## src/rtl/uart_apb_master_if.sv

```systemverilog
// APB3 bus between uart_apb_master and the CoreUARTapb slave port.
// Carries the select/enable handshake, address/data and the slave response.
interface uart_apb_master_if;
  logic       PSEL;
  logic       PENABLE;
  logic       PWRITE;
  logic [4:0] PADDR;
  logic [7:0] PWDATA;
  logic [7:0] PRDATA;
  logic       PREADY;
  logic       PSLVERR;

  modport master (
    output PSEL, PENABLE, PWRITE, PADDR, PWDATA,
    input  PRDATA, PREADY, PSLVERR
  );

  modport slave (
    input  PSEL, PENABLE, PWRITE, PADDR, PWDATA,
    output PRDATA, PREADY, PSLVERR
  );
endinterface

```

## src/rtl/uart_apb_master.sv

```systemverilog
// APB3 master for CoreUARTapb: programs CTRL1/CTRL2 after reset, then moves
// bytes between valid/ready streams and TXDATA/RXDATA, paced by TXRDY/RXRDY.
module uart_apb_master #(
  parameter logic [12:0] BAUD_VAL   = 13'd1,
  parameter bit          BIT8       = 1'b1,
  parameter bit          PARITY_EN  = 1'b0,
  parameter bit          PARITY_ODD = 1'b0,
  parameter int          GAP_CYCLES = 2,
  parameter int          TIMEOUT    = 255
) (
  input  logic                      PCLK,
  input  logic                      PRESET,
  uart_apb_master_if.master         apb,
  input  logic                      TXRDY,
  input  logic                      RXRDY,
  input  logic                      PARITY_ERR,
  input  logic                      OVERFLOW,
  input  logic                      FRAMING_ERR,
  input  logic [7:0]                tx_data,
  input  logic                      tx_valid,
  output logic                      tx_ready,
  output logic [7:0]                rx_data,
  output logic                      rx_valid,
  input  logic                      rx_ready,
  output logic [4:0]                err_flags,
  input  logic                      err_clr,
  output logic                      init_done
);

  localparam logic [4:0] ADDR_TXDATA = 5'h00;
  localparam logic [4:0] ADDR_RXDATA = 5'h04;
  localparam logic [4:0] ADDR_CTRL1  = 5'h08;
  localparam logic [4:0] ADDR_CTRL2  = 5'h0C;
  localparam logic [3:0] GAP_LAST    = 4'(GAP_CYCLES - 1);
  localparam logic [7:0] TMO_LAST    = 8'(TIMEOUT - 1);
  localparam logic [7:0] CTRL2_VAL   = {BAUD_VAL[12:8], PARITY_ODD, PARITY_EN, BIT8};

  typedef enum logic [2:0] {
    S_INIT_C1,
    S_INIT_C2,
    S_GAP,
    S_IDLE,
    S_SETUP,
    S_ACCESS
  } state_t;

  typedef enum logic [1:0] {
    OP_C1,
    OP_C2,
    OP_TX,
    OP_RX
  } op_t;

  state_t     state_q, state_d;
  op_t        op_q, op_d;
  logic [4:0] addr_q, addr_d;
  logic [7:0] wdata_q, wdata_d;
  logic       write_q, write_d;
  logic [3:0] gap_q, gap_d;
  logic [7:0] tmo_q, tmo_d;
  logic       tx_full_q, tx_full_d;
  logic [7:0] tx_byte_q, tx_byte_d;
  logic [7:0] rx_data_q, rx_data_d;
  logic       rx_valid_q, rx_valid_d;
  logic       init_done_q, init_done_d;
  logic [4:0] err_q, err_d;
  logic [4:0] err_set;

  always_ff @(posedge PCLK or posedge PRESET) begin
    if (PRESET) begin
      state_q     <= S_INIT_C1;
      op_q        <= OP_C1;
      addr_q      <= 5'd0;
      wdata_q     <= 8'd0;
      write_q     <= 1'b0;
      gap_q       <= 4'd0;
      tmo_q       <= 8'd0;
      tx_full_q   <= 1'b0;
      tx_byte_q   <= 8'd0;
      rx_data_q   <= 8'd0;
      rx_valid_q  <= 1'b0;
      init_done_q <= 1'b0;
      err_q       <= 5'd0;
    end else begin
      state_q     <= state_d;
      op_q        <= op_d;
      addr_q      <= addr_d;
      wdata_q     <= wdata_d;
      write_q     <= write_d;
      gap_q       <= gap_d;
      tmo_q       <= tmo_d;
      tx_full_q   <= tx_full_d;
      tx_byte_q   <= tx_byte_d;
      rx_data_q   <= rx_data_d;
      rx_valid_q  <= rx_valid_d;
      init_done_q <= init_done_d;
      err_q       <= err_d;
    end
  end

  always_comb begin
    state_d     = state_q;
    op_d        = op_q;
    addr_d      = addr_q;
    wdata_d     = wdata_q;
    write_d     = write_q;
    gap_d       = gap_q;
    tmo_d       = tmo_q;
    tx_full_d   = tx_full_q;
    tx_byte_d   = tx_byte_q;
    rx_data_d   = rx_data_q;
    rx_valid_d  = rx_valid_q;
    init_done_d = init_done_q;
    err_d       = err_q;
    err_set     = 5'd0;

    if (tx_valid && tx_ready) begin
      tx_full_d = 1'b1;
      tx_byte_d = tx_data;
    end
    if (rx_valid_q && rx_ready) begin
      rx_valid_d = 1'b0;
    end

    case (state_q)
      S_INIT_C1: begin
        op_d    = OP_C1;
        addr_d  = ADDR_CTRL1;
        wdata_d = BAUD_VAL[7:0];
        write_d = 1'b1;
        state_d = S_SETUP;
      end
      S_INIT_C2: begin
        op_d    = OP_C2;
        addr_d  = ADDR_CTRL2;
        wdata_d = CTRL2_VAL;
        write_d = 1'b1;
        state_d = S_SETUP;
      end
      S_GAP: begin
        if (gap_q == GAP_LAST) begin
          state_d = S_IDLE;
        end else begin
          gap_d = gap_q + 4'd1;
        end
      end
      S_IDLE: begin
        // RX first: a pending UART byte is lost to overflow if left waiting
        if (RXRDY && !rx_valid_q) begin
          op_d    = OP_RX;
          addr_d  = ADDR_RXDATA;
          write_d = 1'b0;
          state_d = S_SETUP;
        end else if (tx_full_q && TXRDY) begin
          op_d    = OP_TX;
          addr_d  = ADDR_TXDATA;
          wdata_d = tx_byte_q;
          write_d = 1'b1;
          state_d = S_SETUP;
        end
      end
      S_SETUP: begin
        tmo_d   = 8'd0;
        state_d = S_ACCESS;
      end
      S_ACCESS: begin
        if (apb.PREADY) begin
          err_set[3] = apb.PSLVERR;
          gap_d      = 4'd0;
          state_d    = S_GAP;
          case (op_q)
            OP_C1:   state_d     = S_INIT_C2;
            OP_C2:   init_done_d = 1'b1;
            OP_TX:   tx_full_d   = 1'b0;
            default: begin
              rx_data_d  = apb.PRDATA;
              rx_valid_d = 1'b1;
            end
          endcase
        end else if (tmo_q == TMO_LAST) begin
          // Abort: TX byte stays held for retry, init steps are reissued
          err_set[4] = 1'b1;
          gap_d      = 4'd0;
          case (op_q)
            OP_C1:   state_d = S_INIT_C1;
            OP_C2:   state_d = S_INIT_C2;
            default: state_d = S_GAP;
          endcase
        end else begin
          tmo_d = tmo_q + 8'd1;
        end
      end
      default: state_d = S_INIT_C1;
    endcase

    err_set[2:0] = {FRAMING_ERR, OVERFLOW, PARITY_ERR};
    if (err_clr) begin
      err_d = 5'd0;
    end
    err_d = err_d | err_set;
  end

  // PSEL/PENABLE decode straight from state so reset drops them immediately
  assign apb.PSEL    = (state_q == S_SETUP) || (state_q == S_ACCESS);
  assign apb.PENABLE = (state_q == S_ACCESS);
  assign apb.PWRITE  = write_q;
  assign apb.PADDR   = addr_q;
  assign apb.PWDATA  = wdata_q;

  assign tx_ready  = init_done_q & ~tx_full_q;
  assign rx_data   = rx_data_q;
  assign rx_valid  = rx_valid_q;
  assign err_flags = err_q;
  assign init_done = init_done_q;

endmodule

```

## src/flat_wrapper.sv

```systemverilog
// flat-port wrapper written by rule: the top's interface ports become plain ports
module uart_apb_master_flat 
#(
  parameter logic [12:0] BAUD_VAL   = 13'd1,
  parameter bit          BIT8       = 1'b1,
  parameter bit          PARITY_EN  = 1'b0,
  parameter bit          PARITY_ODD = 1'b0,
  parameter int          GAP_CYCLES = 2,
  parameter int          TIMEOUT    = 255
)
  (PCLK, PRESET, TXRDY, RXRDY, PARITY_ERR, OVERFLOW, FRAMING_ERR, tx_data, tx_valid, tx_ready, rx_data, rx_valid, rx_ready, err_flags, err_clr, init_done, apb_PSEL, apb_PENABLE, apb_PWRITE, apb_PADDR, apb_PWDATA, apb_PRDATA, apb_PREADY, apb_PSLVERR);
  uart_apb_master_if apb_i ();
  input  logic PCLK;
  input  logic PRESET;
  input  logic TXRDY;
  input  logic RXRDY;
  input  logic PARITY_ERR;
  input  logic OVERFLOW;
  input  logic FRAMING_ERR;
  input  logic [7:0] tx_data;
  input  logic tx_valid;
  output logic tx_ready;
  output logic [7:0] rx_data;
  output logic rx_valid;
  input  logic rx_ready;
  output logic [4:0] err_flags;
  input  logic err_clr;
  output logic init_done;
  output wire logic [$bits(apb_i.PSEL)-1:0] apb_PSEL;
  output wire logic [$bits(apb_i.PENABLE)-1:0] apb_PENABLE;
  output wire logic [$bits(apb_i.PWRITE)-1:0] apb_PWRITE;
  output wire logic [$bits(apb_i.PADDR)-1:0] apb_PADDR;
  output wire logic [$bits(apb_i.PWDATA)-1:0] apb_PWDATA;
  input wire logic [$bits(apb_i.PRDATA)-1:0] apb_PRDATA;
  input wire logic [$bits(apb_i.PREADY)-1:0] apb_PREADY;
  input wire logic [$bits(apb_i.PSLVERR)-1:0] apb_PSLVERR;
  assign apb_PSEL = apb_i.PSEL;
  assign apb_PENABLE = apb_i.PENABLE;
  assign apb_PWRITE = apb_i.PWRITE;
  assign apb_PADDR = apb_i.PADDR;
  assign apb_PWDATA = apb_i.PWDATA;
  assign apb_i.PRDATA = apb_PRDATA;
  assign apb_i.PREADY = apb_PREADY;
  assign apb_i.PSLVERR = apb_PSLVERR;
  uart_apb_master #(.BAUD_VAL(BAUD_VAL), .BIT8(BIT8), .PARITY_EN(PARITY_EN), .PARITY_ODD(PARITY_ODD), .GAP_CYCLES(GAP_CYCLES), .TIMEOUT(TIMEOUT)) u_core (.PCLK(PCLK), .PRESET(PRESET), .apb(apb_i), .TXRDY(TXRDY), .RXRDY(RXRDY), .PARITY_ERR(PARITY_ERR), .OVERFLOW(OVERFLOW), .FRAMING_ERR(FRAMING_ERR), .tx_data(tx_data), .tx_valid(tx_valid), .tx_ready(tx_ready), .rx_data(rx_data), .rx_valid(rx_valid), .rx_ready(rx_ready), .err_flags(err_flags), .err_clr(err_clr), .init_done(init_done));
endmodule
```

## config.mk

```make
export PLATFORM = sky130hd
export DESIGN_NAME = uart_apb_master_flat
export DESIGN_NICKNAME = d
export VERILOG_FILES = /design/src/rtl/uart_apb_master_if.sv /design/src/rtl/uart_apb_master.sv /design/src/flat_wrapper.sv
export SDC_FILE = /design/constraint.sdc
export NUM_CORES = 1
export LEC_CHECK = 0
export BUFFER_PORTS_ARGS = -buffer_cell sky130_fd_sc_hd__buf_2
export CAP_MARGIN = 20
export CELL_PAD_IN_SITES_DETAIL_PLACEMENT = 1
export CELL_PAD_IN_SITES_GLOBAL_PLACEMENT = 1
export CORE_AREA = 2 2 73 103
export CTS_BUF_LIST = sky130_fd_sc_hd__clkbuf_16
export DETAILED_ROUTE_END_ITERATION = 16
export DIE_AREA = 0 0 75 105
export PLACE_DENSITY_LB_ADDON = 0.2
export SETUP_SLACK_MARGIN = 0.05
export SLEW_MARGIN = 10
export SYNTH_ARGS = -nofsm -noshare
export SYNTH_HDL_FRONTEND = slang
export SYNTH_SLANG_ARGS = --single-unit
```

## constraint.sdc

```tcl
create_clock -name PCLK -period 4.6 [get_ports PCLK]
set_input_delay 0.69 -clock PCLK [delete_from_list [all_inputs] [get_ports PCLK]]
set_output_delay 0.69 -clock PCLK [all_outputs]
set_load 0.005 [all_outputs]
```

Yosys cells after proc, flatten, opt, wreduce, memory -nomap -nowiden
Index checks and enable logic that the tools add are counted.

Output and inout port bits: 32. Input port bits: 28. Flip-flop bits (word level): 55.

Equal/unequal tests: 17. Reduce and logical (&&, ||, !) cells: 22. Add/subtract/negate cells: 2. Bitwise logic cells: 4. Mux-type cells: 40.

Operators by type and width (number): two-way mux 8 bit (4); case mux 8 bit (2 select lines) (2); AND reduction 3 bit (6); two-way mux 3 bit (5); two-way mux 5 bit (3); case mux 3 bit (5 select lines) (1); case mux 5 bit (3 select lines) (1); two-way mux 1 bit (13); two-way mux 4 bit (3); adder 8 x 1 -> 8 bit, second input constant (1); == test 8 bit, second input constant (1); two-way mux 2 bit (4); != test 2 bit, second input constant (4); case mux 4 bit (2 select lines) (1); == test 3 x 2 -> 1 bit, second input constant (2); == test 3 bit, second input constant (2); != test 3 x 1 -> 1 bit, second input constant (2); case mux 2 bit (3 select lines) (1); nonzero test 2 bit (3); OR 5 bit (1); adder 4 x 1 -> 4 bit, second input constant (1); == test 4 x 1 -> 1 bit, second input constant (1); logical AND 1 bit (4); != test 2 x 1 -> 1 bit, second input constant (2); other kinds (15) (17).

Depth between registers and ports, before layout
Gate-level depths: netlist of run 1.

Depth after elaboration: 7. Depth in mapped cells: 6. Depth with buffers taken out: 6.

Worst setup path before layout of run 1
No wires, ideal clock.

Kind: in2reg. Start: in apb_PREADY. End: reg u_core.tmo_q[7]. Slack: 2765 ps. Cell stages on the path: 5. Data required time: 4522 ps. Arrival: 1757 ps. Setup time: 78 ps. Path through: buf_6 nand3b_4 or3_1 or3_1 a21oi_1.

Word-level cells in the longest chain between the ends: 2.

RTL lines: start: declaration (RTL line flat_wrapper.sv:35) `input wire logic [$bits(apb_i.PREADY)-1:0] apb_PREADY;`; != test 2 bit (no source line); AND reduction 3 bit (no source line); end signal: assignment (RTL line uart_apb_master.sv:91) `tmo_q <= tmo_d;`; end: declaration (RTL line uart_apb_master.sv:60) `logic [7:0] tmo_q, tmo_d;`.

Every way passes these cells. A chain may end at the register's enable or synchronous reset.

Worst setup path after layout of run 1
Start: reg u_core.state_q[1]. End: out apb_PENABLE.

Word-level cells in the longest chain between the ends: 1.

RTL lines: start: declaration (RTL line uart_apb_master.sv:54) `state_t state_q, state_d;`; start signal: assignment (RTL line uart_apb_master.sv:85) `state_q <= state_d;`; == test 3 bit (RTL line uart_apb_master.sv:205) `assign apb.PENABLE = (state_q == S_ACCESS);`; end: declaration (RTL line flat_wrapper.sv:30) `output wire logic [$bits(apb_i.PENABLE)-1:0] apb_PENABLE;`.

Every way passes these cells.

==> results.sh, run 1 <==
export IMPL_ff_latch_area_sq_um=1280
export IMPL_endpoint_kind="output pin"
export IMPL_syn_avg_cell_area_sq_um=10.9
export IMPL_fp_row_count=36
export IMPL_place_congestion=0.779
export IMPL_power_frac_comb_pct=29.3
export IMPL_yosysTopAreaCell="dfrtp_1"
export IMPL_finalClockSkew_ns=0.00258
export IMPL_power_density_nw_per_um2=524
export IMPL_status="finished, final reports clean"
export IMPL_tns_ns=0
export IMPL_fmax_mhz=426
export IMPL_vias=1840
export IMPL_layout_commonest_cell="buf_2"
export IMPL_grt_use_total_pct=15.3
export IMPL_die_x_um=75
export IMPL_nFillCells=789
export IMPL_p_sw_share_pct=34.2
export IMPL_grt_pass1_vias=1984
export IMPL_hold_buffers=0
export IMPL_worstMarginPinSlew_ns=0.659
export IMPL_syn_inst=219
export IMPL_place_area_sq_um=2740
export IMPL_clkLatencyLatePin_ns=0.28
export IMPL_cts_sinks=51
export IMPL_maxSlewHeadroom_pct=56.1
export IMPL_drtIter0Drc=68
export IMPL_ys_seq_area_share_pct=53.2
export IMPL_wl_per_cell_um=14.9
export IMPL_grt_pass1_wl_mm=9.37
export IMPL_synth_top_area_share_pct=53.2
export IMPL_ios=60
export IMPL_hold_viol=0
export IMPL_min_path_type="flop to flop"
export IMPL_period_share_pct=51.0
export IMPL_grt_max_degree=52
export IMPL_ys_warn_count=0
export IMPL_total_power_mw=1.51
export IMPL_post_cts_buffers=0
export IMPL_ctsResizeCount=0
export IMPL_path_max_fanout=13
export IMPL_port_buffers=56
export IMPL_root_buffer="clkbuf_16"
export IMPL_rsz0062_at_grt="no"
export IMPL_dp_hpwl_mm=4.08
export IMPL_pwr_share_clk_pct=23.6
export IMPL_finalSetupViolCount=0
export IMPL_switching_power_mw=0.517
export IMPL_clk_pin_slew_ns=0.07
export IMPL_max_vdd_ir_drop_mv=0.266
export IMPL_diodes=0
export IMPL_crit_reg2reg_launch="u_core.tmo_q[0]$_DFFE_PP0P_"
export IMPL_htreeDepth=2
export IMPL_synthTopCellsByArea="dfrtp_1 53%, mux2_2 8.0%, nand2_1 3.3%"
export IMPL_initial_core_util_pct=34.8
export IMPL_drc=0
export IMPL_drt_total_wl_mm=5.51
export IMPL_antenna_found_initial=0
export IMPL_numCtsBuffers=5
export IMPL_final_cell_mix="56 x buf_2, 51 x dfrtp_1, 21 x nand2_1"
export IMPL_die_height_um=105
export IMPL_power_frac_seq_pct=47.0
export IMPL_drtPass1Iterations=2
export IMPL_cp_data_arrival_time_ns=1.66
export IMPL_slew_viol_final=0
export IMPL_multi_input_area_sq_um=985
export IMPL_synth_distinct_cells=51
export IMPL_die_area_sq_um=7880
export IMPL_drive_gt1_share_pct=31.3
export IMPL_critical_path_startpoint_type="flop"
export IMPL_syn_to_final_growth_pct=20.1
export IMPL_synth_seq_cells=51
export IMPL_utilization_pct=41.8
export IMPL_worstPathRequired_ns=3.91
export IMPL_internal_power_mw=0.992
export IMPL_synth_ff_type="dfrtp_1"
export IMPL_cts_tree="done"
export IMPL_finalCriticalPeriod_ns=2.35
export IMPL_path_class="flop to output pin"
export IMPL_min_from="u_core.err_flags[1]$_DFF_PP0_"
export IMPL_startpoint="u_core.state_q[1]$_DFFE_PP0P_"
export IMPL_netlist_area_sq_um=2400
export IMPL_synthArstFlopShare_pct=100
export IMPL_grt_overflow_total=0
export IMPL_cap_violations=0
export IMPL_stdcell_area_sq_um=2880
export IMPL_core_area_sq_um=6890
export IMPL_ant_nets=0
export IMPL_cts_buffer_depth=2
export IMPL_synth_edf_count=0
export IMPL_nets=306
export IMPL_vias_per_cell=4.97
export IMPL_power_leakage_nw=1.43
-- logic make-up (layout without fill, tap and decap cells) --
group	Yosys count	in the layout	synth area share [%]
other	1	3	0.156
XOR/XNOR	1	1	0.365
AND/OR/NAND/NOR	60	60	13.5
buffers and inverters	31	85	6.00
AO/OA/AOI/OAI	47	47	13.7
adder cells (fa/ha/maj)	4	4	2.09
flip-flops	51	51	53.2
multiplexers	24	24	10.9
-- path summary, 6_finish.rpt --
path                                                   endpoint  slack [ns]  depth (start not counted)
worst max register to register      u_core.tmo_q[2]$_DFFE_PP0P_        2.56                          6
worst max-delay path                                apb_PENABLE        2.25                          5
worst min-delay path              u_core.err_flags[1]$_DFF_PP0_        0.49                          1
worst min register to register    u_core.err_flags[1]$_DFF_PP0_        0.49                          1
min in group asynchronous         u_core.rx_data[6]$_DFFE_PP0P_        0.57                          3
max in group asynchronous       u_core.tx_byte_q[4]$_DFFE_PP0P_        3.58                          3
-- cell type report --
type | instances | area share [%]
Timing Repair Buffer | 57 | 10.0
Clock buffer | 5 | 4.35
Sequential cell | 51 | 44.3
Multi-Input combinational cell | 139 | 34.2
Inverter | 20 | 2.61
Tap cell | 95 | 4.13
Clock inverter | 3 | 0.391
-- through the flow --
step           setup slack, ns  instances  hold slack (ns)
6_report                  2.25        370            0.486
5_1_grt                   2.14        370            0.510
4_1_cts                   2.23        370            0.490
3_5_place_dp              2.55        362            0.472
3_3_place_gp              2.57        362            0.459
2_1_floorplan             2.68        221            0.470
-- synth_stat cells, types with 2 or more instances --
master / n
a21o_1: 6
a21oi_1: 5
a22o_1: 2
and3_1: 3
buf_4: 5
clkbuf_1: 4
dfrtp_1: 51
ha_1: 4
inv_1: 19
mux2_2: 17
mux2i_1: 7
nand2_1: 21
nand2b_1: 3
nand3_1: 9
nand4_1: 2
nor2_1: 6
nor3_1: 4
nor3b_1: 2
o211ai_1: 3
o21ai_0: 12
o22ai_1: 2
o41ai_1: 2
or3_1: 2
-- sequential cells by signal (all words and copies together) (netlist names) --
| name | flops |
|---|---|
| u_core.apb.PADDR | 1 |
| u_core.apb.PWDATA | 8 |
| u_core.apb.PWRITE | 1 |
| u_core.err_flags | 5 |
| u_core.gap_q | 4 |
| u_core.init_done | 1 |
| u_core.op_q | 2 |
| u_core.rx_data | 8 |
| u_core.rx_valid | 1 |
| u_core.state_q | 3 |
| u_core.tmo_q | 8 |
| u_core.tx_byte_q | 8 |
| u_core.tx_full_q | 1 |
-- critical path, cell delays in order, from the launching register on --
cell,delay (ns)
dfrtp_1,0.51
nand2b_4,0.23
inv_2,0.15
nand2_1,0.21
inv_1,0.14
buf_2,0.13
-- routing by layer --
layer	vias up	GRT usage, %	share of wire [%]
met2	36	26.4	54
met5	-	0	0
met3	5	2.99	3.2
met4	0	4.59	1.1
li1	873	-	-
met1	926	18.7	42
-- power groups by stage --
stage	Sequential (mW)	Combinational (mW)	Clock [mW]
2_1_floorplan	0.665	0.333	0
3_3_place_gp	0.711	0.445	0
3_5_place_dp	0.719	0.457	0
4_1_cts	0.713	0.457	0.368
5_1_grt	0.734	0.498	0.390
6_report	0.710	0.442	0.356
Power figures use the tool's default switching activity.
==> run 2, diff against run 1 <==
Clock period 4.6 ns to 2.1 ns, I/O delays scaled along.
==> run 2 against run 1 <==
Clock-buffer cell count is the same. Core utilization grew 0.82 points. Die area stayed put. Flip-flop and latch count unchanged. Non-clock buffer count increased by 6. Power up 120%. Worst setup slack got worse by 2.0 ns. Combinational power grew 140%. Worst hold slack got worse by 0.47 ns. Critical path depth is 2 higher.
==> results.sh, run 2 (synthesis gave the netlist of run 1 again) <==
export IMPL_vias_per_cell=4.97
export IMPL_crit_family="compound AO/OA/AOI/OAI gates"
export IMPL_grt_use_total_pct=15.8
export IMPL_cp_cell_sequence="inv_1 > ha_1 > and3_1 > a41oi_1 > buf_4 > nand3_1 > o2bb2ai_1"
export IMPL_clk_pin_slew_ns=0.07
export IMPL_cts_sinks=51
export IMPL_multi_input_area_sq_um=985
export IMPL_cap_violations=0
export IMPL_tns_ns=0
export IMPL_ios=60
export IMPL_die_x_um=75
export IMPL_drtPass1Iterations=4
export IMPL_fp_row_count=36
export IMPL_finalClockSkew_ns=0.00931
export IMPL_finalCriticalPeriod_ns=1.83
export IMPL_cts_buffer_depth=2
export IMPL_min_path_type="input pin to async pin"
export IMPL_numCtsBuffers=5
export IMPL_wl_per_cell_um=14.7
export IMPL_max_vdd_ir_drop_mv=0.546
export IMPL_drtIter0Drc=42
export IMPL_crit_reg2reg_launch="u_core.tmo_q[0]$_DFFE_PP0P_"
export IMPL_power_leakage_nw=1.46
export IMPL_cts_tree="done"
export IMPL_post_cts_buffers=0
export IMPL_nFillCells=784
export IMPL_place_congestion=0.804
export IMPL_path_class="flop to flop"
export IMPL_reg2reg_slack_ns=0.27
export IMPL_slowest_delay_ns=0.41
export IMPL_endpoint_kind="flop"
export IMPL_initial_core_util_pct=34.8
export IMPL_dp_hpwl_mm=4.22
export IMPL_utilization_pct=42.6
export IMPL_nets=312
export IMPL_port_buffers=56
export IMPL_diodes=0
export IMPL_ff_latch_area_sq_um=1280
export IMPL_cp_data_arrival_time_ns=2.04
export IMPL_root_buffer="clkbuf_16"
export IMPL_period_share_pct=87.0
export IMPL_path_buf_inv=2
export IMPL_layoutNonFillerInstCount=375
export IMPL_grt_pass1_vias=1976
export IMPL_finalSetupViolCount=0
export IMPL_worstPathRequired_ns=2.31
export IMPL_critical_path_startpoint_type="flop"
export IMPL_grt_max_degree=25
export IMPL_htreeDepth=2
export IMPL_grt_overflow_total=0
export IMPL_power_density_nw_per_um2=1130
export IMPL_layout_commonest_cell="buf_2"
export IMPL_die_area_sq_um=7880
export IMPL_hold_viol=0
export IMPL_antenna_found_initial=0
export IMPL_final_cell_mix="56 x buf_2, 50 x dfrtp_1, 21 x nand2_1"
export IMPL_fmax_mhz=547
export IMPL_cp_slowest_cell="dfrtp_1"
export IMPL_core_area_sq_um=6890
export IMPL_dp_cells=368
export IMPL_drc=0
export IMPL_die_height_um=105
export IMPL_hold_buffers=0
export IMPL_reg2regPathDepth=7
export IMPL_grt_pass1_wl_mm=9.46
export IMPL_drive_gt1_share_pct=33.6
export IMPL_drt_total_wl_mm=5.52
export IMPL_rsz0062_at_grt="no"
export IMPL_status="finished, final reports clean"
export IMPL_clkLatencyLatePin_ns=0.29
export IMPL_vias=1864
export IMPL_ant_nets=0
export IMPL_slew_viol_final=0
export IMPL_syn_to_final_growth_pct=22.4
export IMPL_r2r_end="u_core.tmo_q[1]$_DFFE_PP0P_"
export IMPL_path_max_fanout=6
## run 2: per-stage QoR
step / hold slack (ns) / instance area [sq um] / power, mW / setup WS (ns)
after floorplan: 0.406 / 2400 / 2.19 / 0.326
after global placement: 0.347 / 2800 / 2.58 / 0.307
after detailed placement: 0.350 / 2800 / 2.61 / 0.279
after CTS: 0.0377 / 2930 / 3.40 / 0.136
after global routing: 0.0650 / 2940 / 3.59 / 0.0937
final: 0.0201 / 2940 / 3.33 / 0.273
## run 2: power by group
group	internal, mW	switching, mW
sequential	1.27	0.247
clock	0.429	0.344
combinational	0.505	0.539
total	2.20	1.13
## run 2: how the worst max path moves through the flow
stage          slack [ns]  cells past startpoint                          start                             to
6_report             0.27                      7    u_core.tmo_q[0]$_DFFE_PP0P_    u_core.tmo_q[1]$_DFFE_PP0P_
2_1_floorplan        0.33                      6    u_core.tmo_q[0]$_DFFE_PP0P_    u_core.tmo_q[2]$_DFFE_PP0P_
3_5_place_dp         0.28                      5  u_core.state_q[2]$_DFFE_PP0P_  u_core.rx_data[0]$_DFFE_PP0P_
5_1_grt              0.09                      7    u_core.tmo_q[0]$_DFFE_PP0P_    u_core.tmo_q[1]$_DFFE_PP0P_
4_1_cts              0.14                      5  u_core.state_q[2]$_DFFE_PP0P_                    apb_PENABLE
3_3_place_gp         0.31                      5  u_core.state_q[2]$_DFFE_PP0P_  u_core.rx_data[0]$_DFFE_PP0P_
## run 2: repair_timing
action	in CTS	in global routing
endpoints found under the setup margin	0	1
resized for setup	0	1
hold endpoints to repair	0	0
## run 2: layout make-up
cell class	count	area share [%]
clock buffers	5	4.26
repair buffers	63	11.8
flip-flops and latches	51	43.5
clock inverters	2	0.298
multi-input cells	139	33.5
well taps	95	4.05
inverters	20	2.56
## run 2: metal layers
layer | global-route usage, % | up-vias | wire [um]
met4 | 5.74 | 0 | 101
met1 | 18.4 | 932 | 2200
met2 | 26.9 | 41 | 2970
met3 | 3.95 | 7 | 247
met5 | 0 | - | 0
li1 | - | 884 | -
## run 2: worst reg2reg max path: stages (launching register included)
cell and delay (ns):
dfrtp_1 0.41, inv_1 0.10, ha_1 0.21, and3_1 0.21, a41oi_1 0.32, buf_4 0.21, nand3_1 0.10, o2bb2ai_1 0.17
==> run 3, diff against run 2 <==
Settings changed: CORE_AREA 2 2 73 103 to 2 2 72 101, DIE_AREA 0 0 75 105 to 0 0 74 103.
==> run 3 against run 2 <==
Die area is 3.2% lower. Non-clock buffer count is 1 lower. Clock skew down 0.0058 ns. Critical path type is now flop to output pin. Largest power group unchanged.
==> results.sh, run 3 (synthesis gave the netlist of run 1 again) <==
export IMPL_status="finished, final reports clean"
export IMPL_drtPass1Iterations=6
export IMPL_finalClockSkew_ns=0.00350
export IMPL_dp_hpwl_mm=4.22
export IMPL_grt_pass1_wl_mm=9.44
export IMPL_antenna_found_initial=0
export IMPL_ant_nets=0
export IMPL_dp_cells=367
export IMPL_drt_total_wl_mm=5.59
export IMPL_cts_sinks=51
export IMPL_use_met1_pct=19.3
export IMPL_fmax_mhz=545
export IMPL_die_height_um=103
export IMPL_path_max_fanout=10
export IMPL_grt_pass1_vias=1959
export IMPL_vias=1865
export IMPL_vias_per_cell=4.97
export IMPL_clk_pin_slew_ns=0.07
export IMPL_nFillCells=786
export IMPL_grt_overflow_total=0
export IMPL_root_buffer="clkbuf_16"
export IMPL_rsz0062_at_grt="no"
export IMPL_die_x_um=74
export IMPL_grt_use_total_pct=16.1
export IMPL_finalCriticalPeriod_ns=1.84
export IMPL_top_usage_layer="met2"
export IMPL_fp_row_count=36
export IMPL_drc=0
export IMPL_utilization_pct=43.1
export IMPL_syn_to_final_growth_pct=22.4
export IMPL_power_leakage_nw=1.46
export IMPL_die_area_sq_um=7620
export IMPL_final_cell_mix="56 x buf_2, 50 x dfrtp_1, 21 x nand2_1"
export IMPL_critical_path_startpoint_type="flop"
export IMPL_finalSetupViolCount=0
export IMPL_path_class="flop to output pin"
export IMPL_ios=60
export IMPL_endpoint_kind="output pin"
export IMPL_numCtsBuffers=5
export IMPL_nets=311
export IMPL_grt_max_degree=25
export IMPL_met3_usage_pct=3.91
export IMPL_cp_data_arrival_time_ns=1.52
export IMPL_layout_commonest_cell="buf_2"
export IMPL_hold_buffers=0
export IMPL_min_path_type="input pin to async pin"
export IMPL_cts_tree="done"
export IMPL_drive_gt1_share_pct=33.2
export IMPL_drtIter0Drc=51
export IMPL_worstPathRequired_ns=1.78
export IMPL_max_vdd_ir_drop_mv=0.605
export IMPL_core_area_sq_um=6800
export IMPL_met2_usage_pct=28.3
export IMPL_htreeDepth=2
export IMPL_tns_ns=0
export IMPL_cts_buffer_depth=2
export IMPL_slew_viol_final=0
export IMPL_port_buffers=56
export IMPL_initial_core_util_pct=35.2
export IMPL_wl_per_cell_um=14.9
export IMPL_layoutNonFillerInstCount=375
export IMPL_power_density_nw_per_um2=1140
export IMPL_cap_violations=0
export IMPL_clkLatencyLatePin_ns=0.28
export IMPL_hold_viol=0
export IMPL_diodes=0
export IMPL_period_share_pct=87.5
export IMPL_total_power_mw=3.35
export IMPL_place_congestion=0.795
==> run 3: changes by cell type in the layout (fill, tap and decap cells not counted), sizes merged <==
cell      delta
buf          -1
clkinvlp     +1
==> run 3: metal layers <==
| layer | up-vias | routed length (um) |
|---|---|---|
| met5 | - | 0 |
| met4 | 0 | 56 |
| met3 | 4 | 251 |
| met2 | 45 | 2990 |
| met1 | 932 | 2290 |
| li1 | 884 | - |
==> run 3: repair_timing <==
action                     in CTS  in global routing
buffers inserted                0                  0
setup endpoints to repair       0                  1
resized for setup               0                  1
==> run 3: final timing paths <==
| path | cells after the start | endpoint | from | slack [ns] |
|---|---|---|---|---|
| min | 2 | u_core.rx_data[0]$_DFFE_PP0P_ | PRESET | 0.02 |
| min in group PCLK | 2 | u_core.err_flags[2]$_DFF_PP0_ | FRAMING_ERR | 0.20 |
| max in group asynchronous | 3 | u_core.tx_byte_q[0]$_DFFE_PP0P_ | PRESET | 1.57 |
| max reg2reg | 7 | u_core.tmo_q[1]$_DFFE_PP0P_ | u_core.tmo_q[0]$_DFFE_PP0P_ | 0.28 |
| max | 5 | apb_PENABLE | u_core.state_q[2]$_DFFE_PP0P_ | 0.26 |
| min reg2reg | 1 | u_core.err_flags[0]$_DFF_PP0_ | u_core.err_flags[0]$_DFF_PP0_ | 0.48 |
==> run 3: cell type report <==
class                   count  area [sq um]  area share (%)
clock inverters             3          15.0           0.512
flip-flops and latches     51          1280            43.5
inverters                  20          75.1            2.56
repair buffers             62           338            11.5
multi-input cells         139           985            33.6
well taps                  95           119            4.05
clock buffers               5           125            4.26
==> run 3: stage by stage <==
step / area (sq um) / hold slack, ns / worst slack (ns)
4_1_cts: 2930 / 0.0322 / 0.129
3_3_place_gp: 2790 / 0.337 / 0.333
5_1_grt: 2930 / 0.0428 / 0.115
3_5_place_dp: 2790 / 0.349 / 0.289
6_report: 2930 / 0.0207 / 0.263
2_1_floorplan: 2400 / 0.406 / 0.326
==> run 3: power breakdown <==
part	switching (mW)	total, mW	internal (mW)
clock network	0.352	0.786	0.434
registers	0.259	1.53	1.27
logic	0.539	1.04	0.504
==> run 3: critical path, cell delays in order (launching register included) <==
cell and delay (ns):
dfrtp_2 0.48, nand2b_4 0.11, inv_2 0.14, nand2_1 0.24, inv_1 0.14, buf_2 0.13
